[src/rtl/operand_issue_pkg.sv]
`default_nettype none
// ============================================================================
//  Module      : operand_issue_pkg
//  Description : Shared configuration for the operand issue stage: default
//                datapath/control widths, forward-select encoding and a
//                saturating counter helper.
//  Revision    : 1.0 - initial release
// ============================================================================
package operand_issue_pkg;

    localparam int XLEN_DEFAULT   = 32;
    localparam int CTRL_W_DEFAULT = 16;

    // Source selected for a resolved operand.
    typedef logic [1:0] fwd_sel_t;

    localparam fwd_sel_t FWD_RF   = 2'd0;
    localparam fwd_sel_t FWD_EX   = 2'd1;
    localparam fwd_sel_t FWD_WB   = 2'd2;
    localparam fwd_sel_t FWD_ZERO = 2'd3;

    // Increment that sticks at all-ones instead of wrapping.
    function automatic logic [31:0] sat_inc32(input logic [31:0] value);
        return (value == 32'hFFFF_FFFF) ? value : value + 32'd1;
    endfunction

endpackage : operand_issue_pkg
`default_nettype wire

[src/rtl/operand_issue_bypass.sv]
`default_nettype none
// ============================================================================
//  Module      : operand_bypass
//  Description : Combinational resolution of one source operand. Picks x0,
//                the EX result, the same-cycle WB write or the register file
//                read data, and flags a load-use hazard when the operand
//                depends on an EX result that is not available yet.
//  Ports       : i_addr / i_use_en     - operand index and read flag
//                i_rf_data             - register file read data
//                i_ex_fwd_*            - EX stage destination/result/pending
//                i_wb_*                - register file write port
//                o_value               - resolved operand
//                o_hazard              - operand must wait for a pending load
//  Revision    : 1.0 - initial release
// ============================================================================
module operand_bypass
    import operand_issue_pkg::*;
#(
    parameter int XLEN = XLEN_DEFAULT
) (
    input  logic [4:0]      i_addr,
    input  logic            i_use_en,
    input  logic [XLEN-1:0] i_rf_data,
    input  logic            i_ex_fwd_en,
    input  logic [4:0]      i_ex_fwd_addr,
    input  logic [XLEN-1:0] i_ex_fwd_data,
    input  logic            i_ex_fwd_pending,
    input  logic            i_wb_en,
    input  logic [4:0]      i_wb_addr,
    input  logic [XLEN-1:0] i_wb_data,
    output logic [XLEN-1:0] o_value,
    output logic            o_hazard
);

    logic     w_addr_nz;
    logic     w_ex_hit;
    logic     w_wb_hit;
    fwd_sel_t w_sel;

    assign w_addr_nz = (i_addr != 5'd0);
    assign w_ex_hit  = i_ex_fwd_en && (i_ex_fwd_addr == i_addr);
    assign w_wb_hit  = i_wb_en && (i_wb_addr == i_addr);

    // A pending EX match must not select EX data; it falls through to WB/RF
    // and the hazard output holds the instruction back when the operand is used.
    always_comb begin
        w_sel = FWD_RF;
        if (!w_addr_nz) begin
            w_sel = FWD_ZERO;
        end else if (w_ex_hit && !i_ex_fwd_pending) begin
            w_sel = FWD_EX;
        end else if (w_wb_hit) begin
            w_sel = FWD_WB;
        end
    end

    always_comb begin
        o_value = i_rf_data;
        case (w_sel)
            FWD_EX:   o_value = i_ex_fwd_data;
            FWD_WB:   o_value = i_wb_data;
            FWD_ZERO: o_value = '0;
            default:  o_value = i_rf_data;
        endcase
    end

    // Unused operands and x0 never wait on a load.
    assign o_hazard = i_use_en && w_addr_nz && w_ex_hit && i_ex_fwd_pending;

endmodule : operand_bypass
`default_nettype wire

[src/rtl/operand_issue.sv]
`default_nettype none
// ============================================================================
//  Module      : operand_issue
//  Description : Decode-to-execute issue stage. Drives the register file read
//                addresses, resolves both operands through the EX/WB bypass
//                network, stalls decode on load-use hazards and registers one
//                operand bundle per cycle toward EX with valid/ready and
//                flush. Counts hazard-stall cycles (saturating).
//  Ports       : id_*        - decoded instruction from decode (valid/ready)
//                rf_*        - register file combinational read ports
//                ex_fwd_*    - EX stage destination/result/pending
//                wb_*        - register file write port (same cycle)
//                flush       - kill issued and accepting instruction
//                ex_*        - registered operand bundle toward EX
//                stall_count - saturating hazard-stall cycle count
//  Revision    : 1.0 - initial release
// ============================================================================
module operand_issue
    import operand_issue_pkg::*;
#(
    parameter int XLEN   = XLEN_DEFAULT,
    parameter int CTRL_W = CTRL_W_DEFAULT
) (
    input  logic              clk,
    input  logic              rst,

    input  logic              id_valid,
    output logic              id_ready,
    input  logic [XLEN-1:0]   id_pc,
    input  logic [4:0]        id_rs1_addr,
    input  logic [4:0]        id_rs2_addr,
    input  logic              id_uses_rs1,
    input  logic              id_uses_rs2,
    input  logic [4:0]        id_rd_addr,
    input  logic              id_rd_en,
    input  logic [XLEN-1:0]   id_imm,
    input  logic [CTRL_W-1:0] id_ctrl,

    output logic [4:0]        rf_rs1_addr,
    output logic [4:0]        rf_rs2_addr,
    input  logic [XLEN-1:0]   rf_rs1_data,
    input  logic [XLEN-1:0]   rf_rs2_data,

    input  logic              ex_fwd_en,
    input  logic [4:0]        ex_fwd_addr,
    input  logic [XLEN-1:0]   ex_fwd_data,
    input  logic              ex_fwd_pending,

    input  logic              wb_en,
    input  logic [4:0]        wb_addr,
    input  logic [XLEN-1:0]   wb_data,

    input  logic              flush,

    output logic              ex_valid,
    input  logic              ex_ready,
    output logic [XLEN-1:0]   ex_pc,
    output logic [XLEN-1:0]   ex_imm,
    output logic [XLEN-1:0]   ex_rs1_val,
    output logic [XLEN-1:0]   ex_rs2_val,
    output logic [4:0]        ex_rd_addr,
    output logic              ex_rd_en,
    output logic [CTRL_W-1:0] ex_ctrl,

    output logic [31:0]       stall_count
);

    logic [XLEN-1:0]   w_rs1_val;
    logic [XLEN-1:0]   w_rs2_val;
    logic              w_rs1_hazard;
    logic              w_rs2_hazard;
    logic              w_hazard;
    logic              w_slot_free;
    logic              w_accept;
    logic              w_stall_evt;

    logic              r_ex_valid;
    logic [XLEN-1:0]   r_ex_pc;
    logic [XLEN-1:0]   r_ex_imm;
    logic [XLEN-1:0]   r_ex_rs1_val;
    logic [XLEN-1:0]   r_ex_rs2_val;
    logic [4:0]        r_ex_rd_addr;
    logic              r_ex_rd_en;
    logic [CTRL_W-1:0] r_ex_ctrl;
    logic [31:0]       r_stall_count;

    // Register file is read directly with the decode indices.
    assign rf_rs1_addr = id_rs1_addr;
    assign rf_rs2_addr = id_rs2_addr;

    operand_bypass #(
        .XLEN (XLEN)
    ) u_bypass_rs1 (
        .i_addr           (id_rs1_addr),
        .i_use_en         (id_uses_rs1),
        .i_rf_data        (rf_rs1_data),
        .i_ex_fwd_en      (ex_fwd_en),
        .i_ex_fwd_addr    (ex_fwd_addr),
        .i_ex_fwd_data    (ex_fwd_data),
        .i_ex_fwd_pending (ex_fwd_pending),
        .i_wb_en          (wb_en),
        .i_wb_addr        (wb_addr),
        .i_wb_data        (wb_data),
        .o_value          (w_rs1_val),
        .o_hazard         (w_rs1_hazard)
    );

    operand_bypass #(
        .XLEN (XLEN)
    ) u_bypass_rs2 (
        .i_addr           (id_rs2_addr),
        .i_use_en         (id_uses_rs2),
        .i_rf_data        (rf_rs2_data),
        .i_ex_fwd_en      (ex_fwd_en),
        .i_ex_fwd_addr    (ex_fwd_addr),
        .i_ex_fwd_data    (ex_fwd_data),
        .i_ex_fwd_pending (ex_fwd_pending),
        .i_wb_en          (wb_en),
        .i_wb_addr        (wb_addr),
        .i_wb_data        (wb_data),
        .o_value          (w_rs2_val),
        .o_hazard         (w_rs2_hazard)
    );

    assign w_hazard    = w_rs1_hazard || w_rs2_hazard;
    assign w_slot_free = !r_ex_valid || ex_ready;
    assign id_ready    = w_slot_free && !w_hazard && !flush;
    assign w_accept    = id_valid && id_ready;
    // Only cycles lost purely to the hazard are counted: a full slot or a
    // flush would have blocked the instruction anyway.
    assign w_stall_evt = id_valid && w_slot_free && w_hazard && !flush;

    // Output slot. Flush wins over accept; the payload is simply left as is
    // on flush, which keeps it at a defined value without extra muxing.
    always_ff @(posedge clk or posedge rst) begin
        if (rst) begin
            r_ex_valid   <= 1'b0;
            r_ex_pc      <= '0;
            r_ex_imm     <= '0;
            r_ex_rs1_val <= '0;
            r_ex_rs2_val <= '0;
            r_ex_rd_addr <= '0;
            r_ex_rd_en   <= 1'b0;
            r_ex_ctrl    <= '0;
        end else begin
            if (flush) begin
                r_ex_valid <= 1'b0;
            end else if (w_accept) begin
                r_ex_valid   <= 1'b1;
                r_ex_pc      <= id_pc;
                r_ex_imm     <= id_imm;
                r_ex_rs1_val <= w_rs1_val;
                r_ex_rs2_val <= w_rs2_val;
                r_ex_rd_addr <= id_rd_addr;
                r_ex_rd_en   <= id_rd_en;
                r_ex_ctrl    <= id_ctrl;
            end else if (ex_ready) begin
                r_ex_valid <= 1'b0;
            end
        end
    end

    always_ff @(posedge clk or posedge rst) begin
        if (rst) begin
            r_stall_count <= '0;
        end else if (w_stall_evt) begin
            r_stall_count <= sat_inc32(r_stall_count);
        end
    end

    assign ex_valid    = r_ex_valid;
    assign ex_pc       = r_ex_pc;
    assign ex_imm      = r_ex_imm;
    assign ex_rs1_val  = r_ex_rs1_val;
    assign ex_rs2_val  = r_ex_rs2_val;
    assign ex_rd_addr  = r_ex_rd_addr;
    assign ex_rd_en    = r_ex_rd_en;
    assign ex_ctrl     = r_ex_ctrl;
    assign stall_count = r_stall_count;

endmodule : operand_issue
`default_nettype wire

[config.mk]
export PLATFORM = sky130hd
export DESIGN_NAME = operand_issue
export DESIGN_NICKNAME = d
export VERILOG_FILES = /design/src/rtl/operand_issue_pkg.sv /design/src/rtl/operand_issue_bypass.sv /design/src/rtl/operand_issue.sv
export SDC_FILE = /design/constraint.sdc
export NUM_CORES = 1
export LEC_CHECK = 0
export ABC_AREA = 1
export ABC_CLOCK_PERIOD_IN_PS = 7100
export CAP_MARGIN = 20
export CORE_AREA = 2 2 172 174
export CTS_BUF_LIST = sky130_fd_sc_hd__clkbuf_2 sky130_fd_sc_hd__clkbuf_4 sky130_fd_sc_hd__clkbuf_8
export DETAILED_ROUTE_END_ITERATION = 6
export DIE_AREA = 0 0 174 176
export PLACE_DENSITY = 0.78
export SLEW_MARGIN = 25
export SYNTH_ARGS = -nofsm -noshare
export SYNTH_HDL_FRONTEND = slang
export SYNTH_SLANG_ARGS = --single-unit
[constraint.sdc]
create_clock -name clk -period 7.1 [get_ports clk]
set_input_delay 1.42 -clock clk [delete_from_list [all_inputs] [get_ports clk]]
set_output_delay 1.42 -clock clk [all_outputs]
set_load 0.02 [all_outputs]
==> flow_summary.toml, run 1 <==
[outcome]
outcome = "finished, final reports clean"

[synthesis]
synth_area_leader_cell = "dfrtp_1"
syn-cell-area_um2 = 9870
async_reset_ff_share_pct = 100
netlist_top_cells_count = "nand2_1 (646), dfrtp_1 (183), nand3_1 (141), nand4_1 (103), inv_1 (57)"
seq_area_frac_synth_pct = 46.4
synth_area_leaders = "dfrtp_1 (46%), nand2_1 (25%), nand3_1 (7.2%)"
yosysMostFrequentCell = "nand2_1"
synthCells = 1352
synth_edf_count = 0
synth_top_area_share_pct = 46.4
synth_nets = 1597
synth-main-ff-cell = "dfrtp_1"
ys_ff_latch = 183
yosys_warnings = 0
avgSynthCellArea_um2 = 7.30
synth_cell_types = 28

[setup_path]
end_kind = "output pin"
required_ns = 5.68
setup.worst_path.start_class = "input port"
crit_slowest_cell = "clkdlybuf4s50_1"
cp_top_family = "buffers and inverters"
regToRegSetupSlack_ns = 4.40
startpoint = "id_rs1_addr[1]"
path_cells = "clkdlybuf4s50_1, nor2_1, nand3_2, buf_4, nand2_1, inv_2, nand4_1, nand2_1, buf_4, nor2_1, clkdlybuf4s50_1"
worstSetupPathType = "in -> out"
r2r-start = "ex_valid$_DFFE_PP0P_"
crit_path_max_fanout = 35
crit_path_max_incr_delay_ns = 0.60
cp_num_buf_inv = 5
arrival_ns = 3.82

[die]
coreArea_um2 = 28500
pin_count = 438
die_area_um2 = 30600
die_w_um = 174
die_height_um = 176
initial_utilization_pct = 34.6
rows = 62

[power]
p_leak_uw = 0.00703
p_total_uw = 3010
switching_share_pct = 36.0
p_switching_uw = 1080
ir_drop_uv = 130
p_int_uw = 1920
combinationalPowerShare_pct = 32.7
power_density_nw_per_um2 = 203
p_seq_share_pct = 42.3
clkPwrFrac_pct = 25.0

[grt]
grt_use_met1_pct = 30.3
grt_pass1_wl_um = 59300
grt_use_met2_pct = 42.5
grtUsageMet3_pct = 6.09
grt_usage_pct = 24.8
overflow = 0
antenna_found_initial = 4
first_global_vias = 10500
grt_max_degree = 77
busiest_layer = "met2"

[clocking]
cts_resized = 0
numCtsBuffers = 17
cts_hold_buffers = 0
htreeDepth = 4
postCtsSetupBuffers = 0
tritoncts = "built"
cts_sinks = 183
clockBufferDepth = 2
cts.clk_slew.worst_paths_ns = 0.10
ctsRootBufferMaster = "clkbuf_8"
clk_latency_ns = 0.45

[drt]
drcViolationCount = 0
viasPerCell = 5.00
routed_wirelength_um = 38900
vias = 10700
wl_per_cell_um = 18.2
first_pass_iters = 7
postRouteAntennaNets = 0
drtIter0Drc = 1011

[final_layout]
area_growth_pct = 49.8
nNetsFinal = 1980
drive_above_1_share_pct = 4.18
nFillCells = 2754
final_area_um2 = 14800

[placement]
io_buffers = 437
gp_congestion = 0.917
place.detailed.hpwl_um = 28500
postPlaceCellArea_um2 = 14300

[timing]
setup_viol = 0
tns_ns = 0
rsz0062_at_grt = "false"
slew_viol_final = 0
fmax_ghz = 0.191
worst_pin_slew_ns = 0.867
min_period_ns = 5.24
relSlewSlack_pct = 42.2
finalHoldViolCount = 0
fin_skew_ns = 0.0147
period_share_pct = 73.7

[hold_path]
worstHoldStart = "ex_ctrl[7]$_DFFE_PP0P_"
min_path_type = "reg -> reg"

[run]
timing.max_cap.violations = 0
-- power groups by stage --
stage,registers [uW],logic (uW),clock network (uW)
finish,1270,985,751
floorplan,1460,265,0
CTS,1270,993,781
global placement,1280,980,0
detailed placement,1290,989,0
global route,1290,1060,814
-- layout make-up --
class                      instances  area (um2)  area share, %
multi-input combinational       1014        4530           30.6
antenna                            3        7.51         0.0508
clock inverter                    15         195           1.32
sequential                       183        4580           31.0
timing repair buffer             454        4500           30.5
clock buffer                      17         234           1.58
tap                              384         480           3.25
inverter                          65         254           1.72
-- cell usage in the layout (no fill, tap or decap), drive strengths merged --
cell           Yosys  routed
xor2              21      21
clkbuf            23      17
ha                 1       1
dfrtp            183     183
nor2              58      58
clkinvlp           0       1
nand4            105     105
clkinv             0       7
nand2            646     646
inv               65      72
clkdlybuf4s50      0     437
xnor2              7       7
o21ai             11      11
a21boi             1       1
diode              0       3
buf               67      17
nand3            142     142
nor3              16      16
nor4               1       1
a21oi              5       5
-- layer usage --
metal  vias up  wire [um]  share of wire (%)
met1      4938      15300                 39
met4         2       1380                3.5
met3        82       3190                8.2
met5         -         13              0.033
li1       5104          -                  -
met2       555      19000                 49
-- registers in the layout (all words and copies together) (netlist names) --
name and cells:
ex_rs2_val 32, ex_rs1_val 32, ex_rd_en 1, ex_pc 32, ex_rd_addr 5, ex_valid 1
ex_ctrl 16, ex_imm 32, stall_count 32
-- per-stage QoR --
stage / hold slack (ns) / setup WS (ns) / utilization [%] / instances
2_1_floorplan: 0.577 / 0.708 / - / 1352
3_3_place_gp: 0.453 / 1.90 / 50.2 / 2100
3_5_place_dp: 0.457 / 1.90 / 50.2 / 2100
4_1_cts: 0.484 / 1.89 / 51.8 / 2132
5_1_grt: 0.506 / 1.75 / 51.8 / 2135
6_report: 0.483 / 1.86 / 51.8 / 2135
-- worst paths after layout --
check                           depth (start not counted)                   endpoint
worst min register to register                          2     ex_ctrl[7]$_DFFE_PP0P_
worst max-delay path                                   11                   id_ready
max in group asynchronous                               3       ex_pc[8]$_DFFE_PP0P_
min in group asynchronous                               2     ex_ctrl[1]$_DFFE_PP0P_
worst min-delay path                                    2     ex_ctrl[7]$_DFFE_PP0P_
worst max register to register                          7  ex_rs1_val[3]$_DFFE_PP0P_
-- worst reg2reg max path: stages, from the launching register on --
cell,delay [ns]
dfrtp_1,0.43
nand2_1,0.13
nand3_1,0.18
nor2_4,0.72
inv_4,0.43
buf_4,0.47
nand2_1,0.19
nand2_1,0.06
-- cell families (layout without fill, tap and decap cells) --
group / count (synthesis) / in the layout / synth area share, %
simple gates: 968 / 968 / 42.2
flops: 183 / 183 / 46.4
buf+inv: 155 / 551 / 7.88
xor+xnor: 28 / 28 / 2.49
compound gates: 17 / 17 / 0.926
fa+ha+maj: 1 / 1 / 0.127
other cells: 0 / 3 / 0
(Power assumes the default switching activity.)
==> run 2, diff against run 1 <==
--- a/config.mk
+++ b/config.mk
@@ -6,13 +6,13 @@
 export NUM_CORES = 1
 export LEC_CHECK = 0
 export ABC_AREA = 1
-export ABC_CLOCK_PERIOD_IN_PS = 7100
+export ABC_CLOCK_PERIOD_IN_PS = 4200
 export CAP_MARGIN = 20
 export CORE_AREA = 2 2 172 174
 export CTS_BUF_LIST = sky130_fd_sc_hd__clkbuf_2 sky130_fd_sc_hd__clkbuf_4 sky130_fd_sc_hd__clkbuf_8
 export DETAILED_ROUTE_END_ITERATION = 6
 export DIE_AREA = 0 0 174 176
-export PLACE_DENSITY = 0.78
+export PLACE_DENSITY = 0.8
 export SLEW_MARGIN = 25
 export SYNTH_ARGS = -nofsm -noshare
 export SYNTH_HDL_FRONTEND = slang
==> constraint.sdc (replaced) <==
create_clock -name clk -period 4.2 [get_ports clk]
set_input_delay 0.84 -clock clk [delete_from_list [all_inputs] [get_ports clk]]
set_output_delay 0.84 -clock clk [all_outputs]
set_load 0.02 [all_outputs]
==> run 2 against run 1 <==
Against the previous run:
- via count is 1.7% higher
- combinational power is 71% higher
- power is 73% higher
- register-to-register slack worse by 2.4 ns
- critical path type unchanged
- highest routed layer is now met4
==> flow_summary.toml, run 2 (synthesized netlist as in run 1, its figures left out) <==
[setup_path]
regToRegSetupSlack_ns = 1.96
crit_path_max_fanout = 4
cp_top_family = "buffers and inverters"
crit_slowest_cell = "clkdlybuf4s50_1"
required_ns = 3.36
arrival_ns = 2.75
r2r-start = "stall_count[0]$_DFFE_PP0P_"
path_cells = "clkdlybuf4s50_1, inv_1, nand2_1, nand2_1, nor2_1, nand4_1, nand2_1, nor2_1, clkdlybuf4s50_1"
worstSetupPathType = "in -> out"
crit_top_cell = "nand2_1"
crit_path_max_incr_delay_ns = 0.55
setup.worst_path.start_class = "input port"
cp_num_buf_inv = 3
startpoint = "id_rs2_addr[2]"
end_kind = "output pin"

[grt]
grt_pass1_wl_um = 60700
overflow = 0
antenna_found_initial = 3
grt_usage_pct = 25.3
grt_max_degree = 93
first_global_vias = 10700

[drt]
vias = 10900
postRouteAntennaNets = 0
wl_per_cell_um = 18.5
drtIter0Drc = 1041
viasPerCell = 5.08
routed_wirelength_um = 39600
drcViolationCount = 0
first_pass_iters = 7

[placement]
io_buffers = 437
gp_congestion = 1.00
place.detailed.hpwl_um = 28800

[final_layout]
drive_above_1_share_pct = 4.34
most-common-layout-cells = "nand2_1 (646), clkdlybuf4s50_1 (437), dfrtp_1 (183)"
nFillCells = 2734
mostFrequentLayoutCell = "nand2_1"
area_growth_pct = 51.2
nNetsFinal = 1983
utilization_pct = 52.3

[clocking]
htreeDepth = 4
cts_sinks = 183
postCtsSetupBuffers = 0
cts_resized = 0
cts_hold_buffers = 0
numCtsBuffers = 17
ctsRootBufferMaster = "clkbuf_8"
clockBufferDepth = 2
tritoncts = "built"
clk_latency_ns = 0.47
cts.clk_slew.worst_paths_ns = 0.10

[power]
power_density_nw_per_um2 = 348
p_leak_uw = 0.00709
ir_drop_uv = 200

[hold_path]
worstHoldStart = "ex_pc[21]$_DFFE_PP0P_"
min_path_type = "reg -> reg"

[die]
coreArea_um2 = 28500
die_height_um = 176
initial_utilization_pct = 34.6
die_area_um2 = 30600
die_w_um = 174
rows = 62
pin_count = 438

[timing]
fmax_ghz = 0.279
setup_viol = 0
worst_pin_slew_ns = 0.747
slew_viol_final = 0
min_period_ns = 3.59
finalHoldViolCount = 0
fin_skew_ns = 0.0265
period_share_pct = 85.5
relSlewSlack_pct = 50.2
tns_ns = 0
rsz0062_at_grt = "false"

[run]
timing.max_cap.violations = 0

[outcome]
outcome = "finished, final reports clean"
## run 2: cell count changes in the layout (fill, tap and decap cells not counted)
cell | previous run | this run
inv_6 | 3 | 2
clkinv_8 | 6 | 5
inv_12 | 2 | 1
buf_12 | 0 | 7
clkinv_4 | 1 | 2
bufinv_16 | 0 | 2
buf_4 | 17 | 13
## run 2: stage by stage
step / cell area [um2] / hold slack, ns / total power, uW / setup WS (ns) / std cells
6_report: 14900 / 0.476 / 5200 / 0.610 / 2138
5_1_grt: 14900 / 0.502 / 5460 / 0.473 / 2138
4_1_cts: 14900 / 0.483 / 5260 / 0.620 / 2135
3_5_place_dp: 14500 / 0.457 / 3870 / 0.638 / 2103
3_3_place_gp: 14500 / 0.453 / 3850 / 0.640 / 2103
2_1_floorplan: 9870 / 0.577 / 2920 / 1.01 / 1352
## run 2: power by group
part           total, uW  leakage [uW]  switching [uW]  internal (uW)
logic               1680       0.00462             891            790
clock network       1360      0.000228             783            579
registers           2150       0.00225             152           2000
total               5200       0.00709            1830           3370
## run 2: area by class of cell
class	instances	area, um2	share of cell area, %
Timing Repair Buffer	457	4610	30.9
Sequential cell	183	4580	30.7
Multi-Input combinational cell	1014	4530	30.4
Tap cell	384	480	3.22
Inverter	65	250	1.68
Clock buffer	17	234	1.57
Clock inverter	15	226	1.52
Antenna cell	3	7.51	0.0503
## run 2: metal layers
layer	global-route usage (%)	share of wire, %	wire length [um]	vias up
li1	-	-	-	5114
met1	30.9	38	15100	5079
met2	43.2	49	19400	578
met3	6.05	9.0	3560	94
met4	10.2	3.6	1430	0
met5	0	0	0	-
## run 2: path summary, 6_finish.rpt
| path | endpoint | depth (start not counted) |
|---|---|---|
| worst min register to register | ex_pc[21]$_DFFE_PP0P_ | 2 |
| worst max-delay path | id_ready | 9 |
| min in group asynchronous | ex_pc[14]$_DFFE_PP0P_ | 3 |
| worst min-delay path | ex_pc[21]$_DFFE_PP0P_ | 2 |
| max in group asynchronous | ex_rs1_val[24]$_DFFE_PP0P_ | 3 |
| worst max register to register | stall_count[10]$_DFFE_PP0P_ | 9 |
## run 2: worst reg2reg max path, delay by kind of cell, from the launching register on
family                     cells  cell delay (ns)
and+or+nand+nor                7             1.43
DFF                            1             0.42
adders and majority gates      1             0.20
buffers and inverters          1             0.11
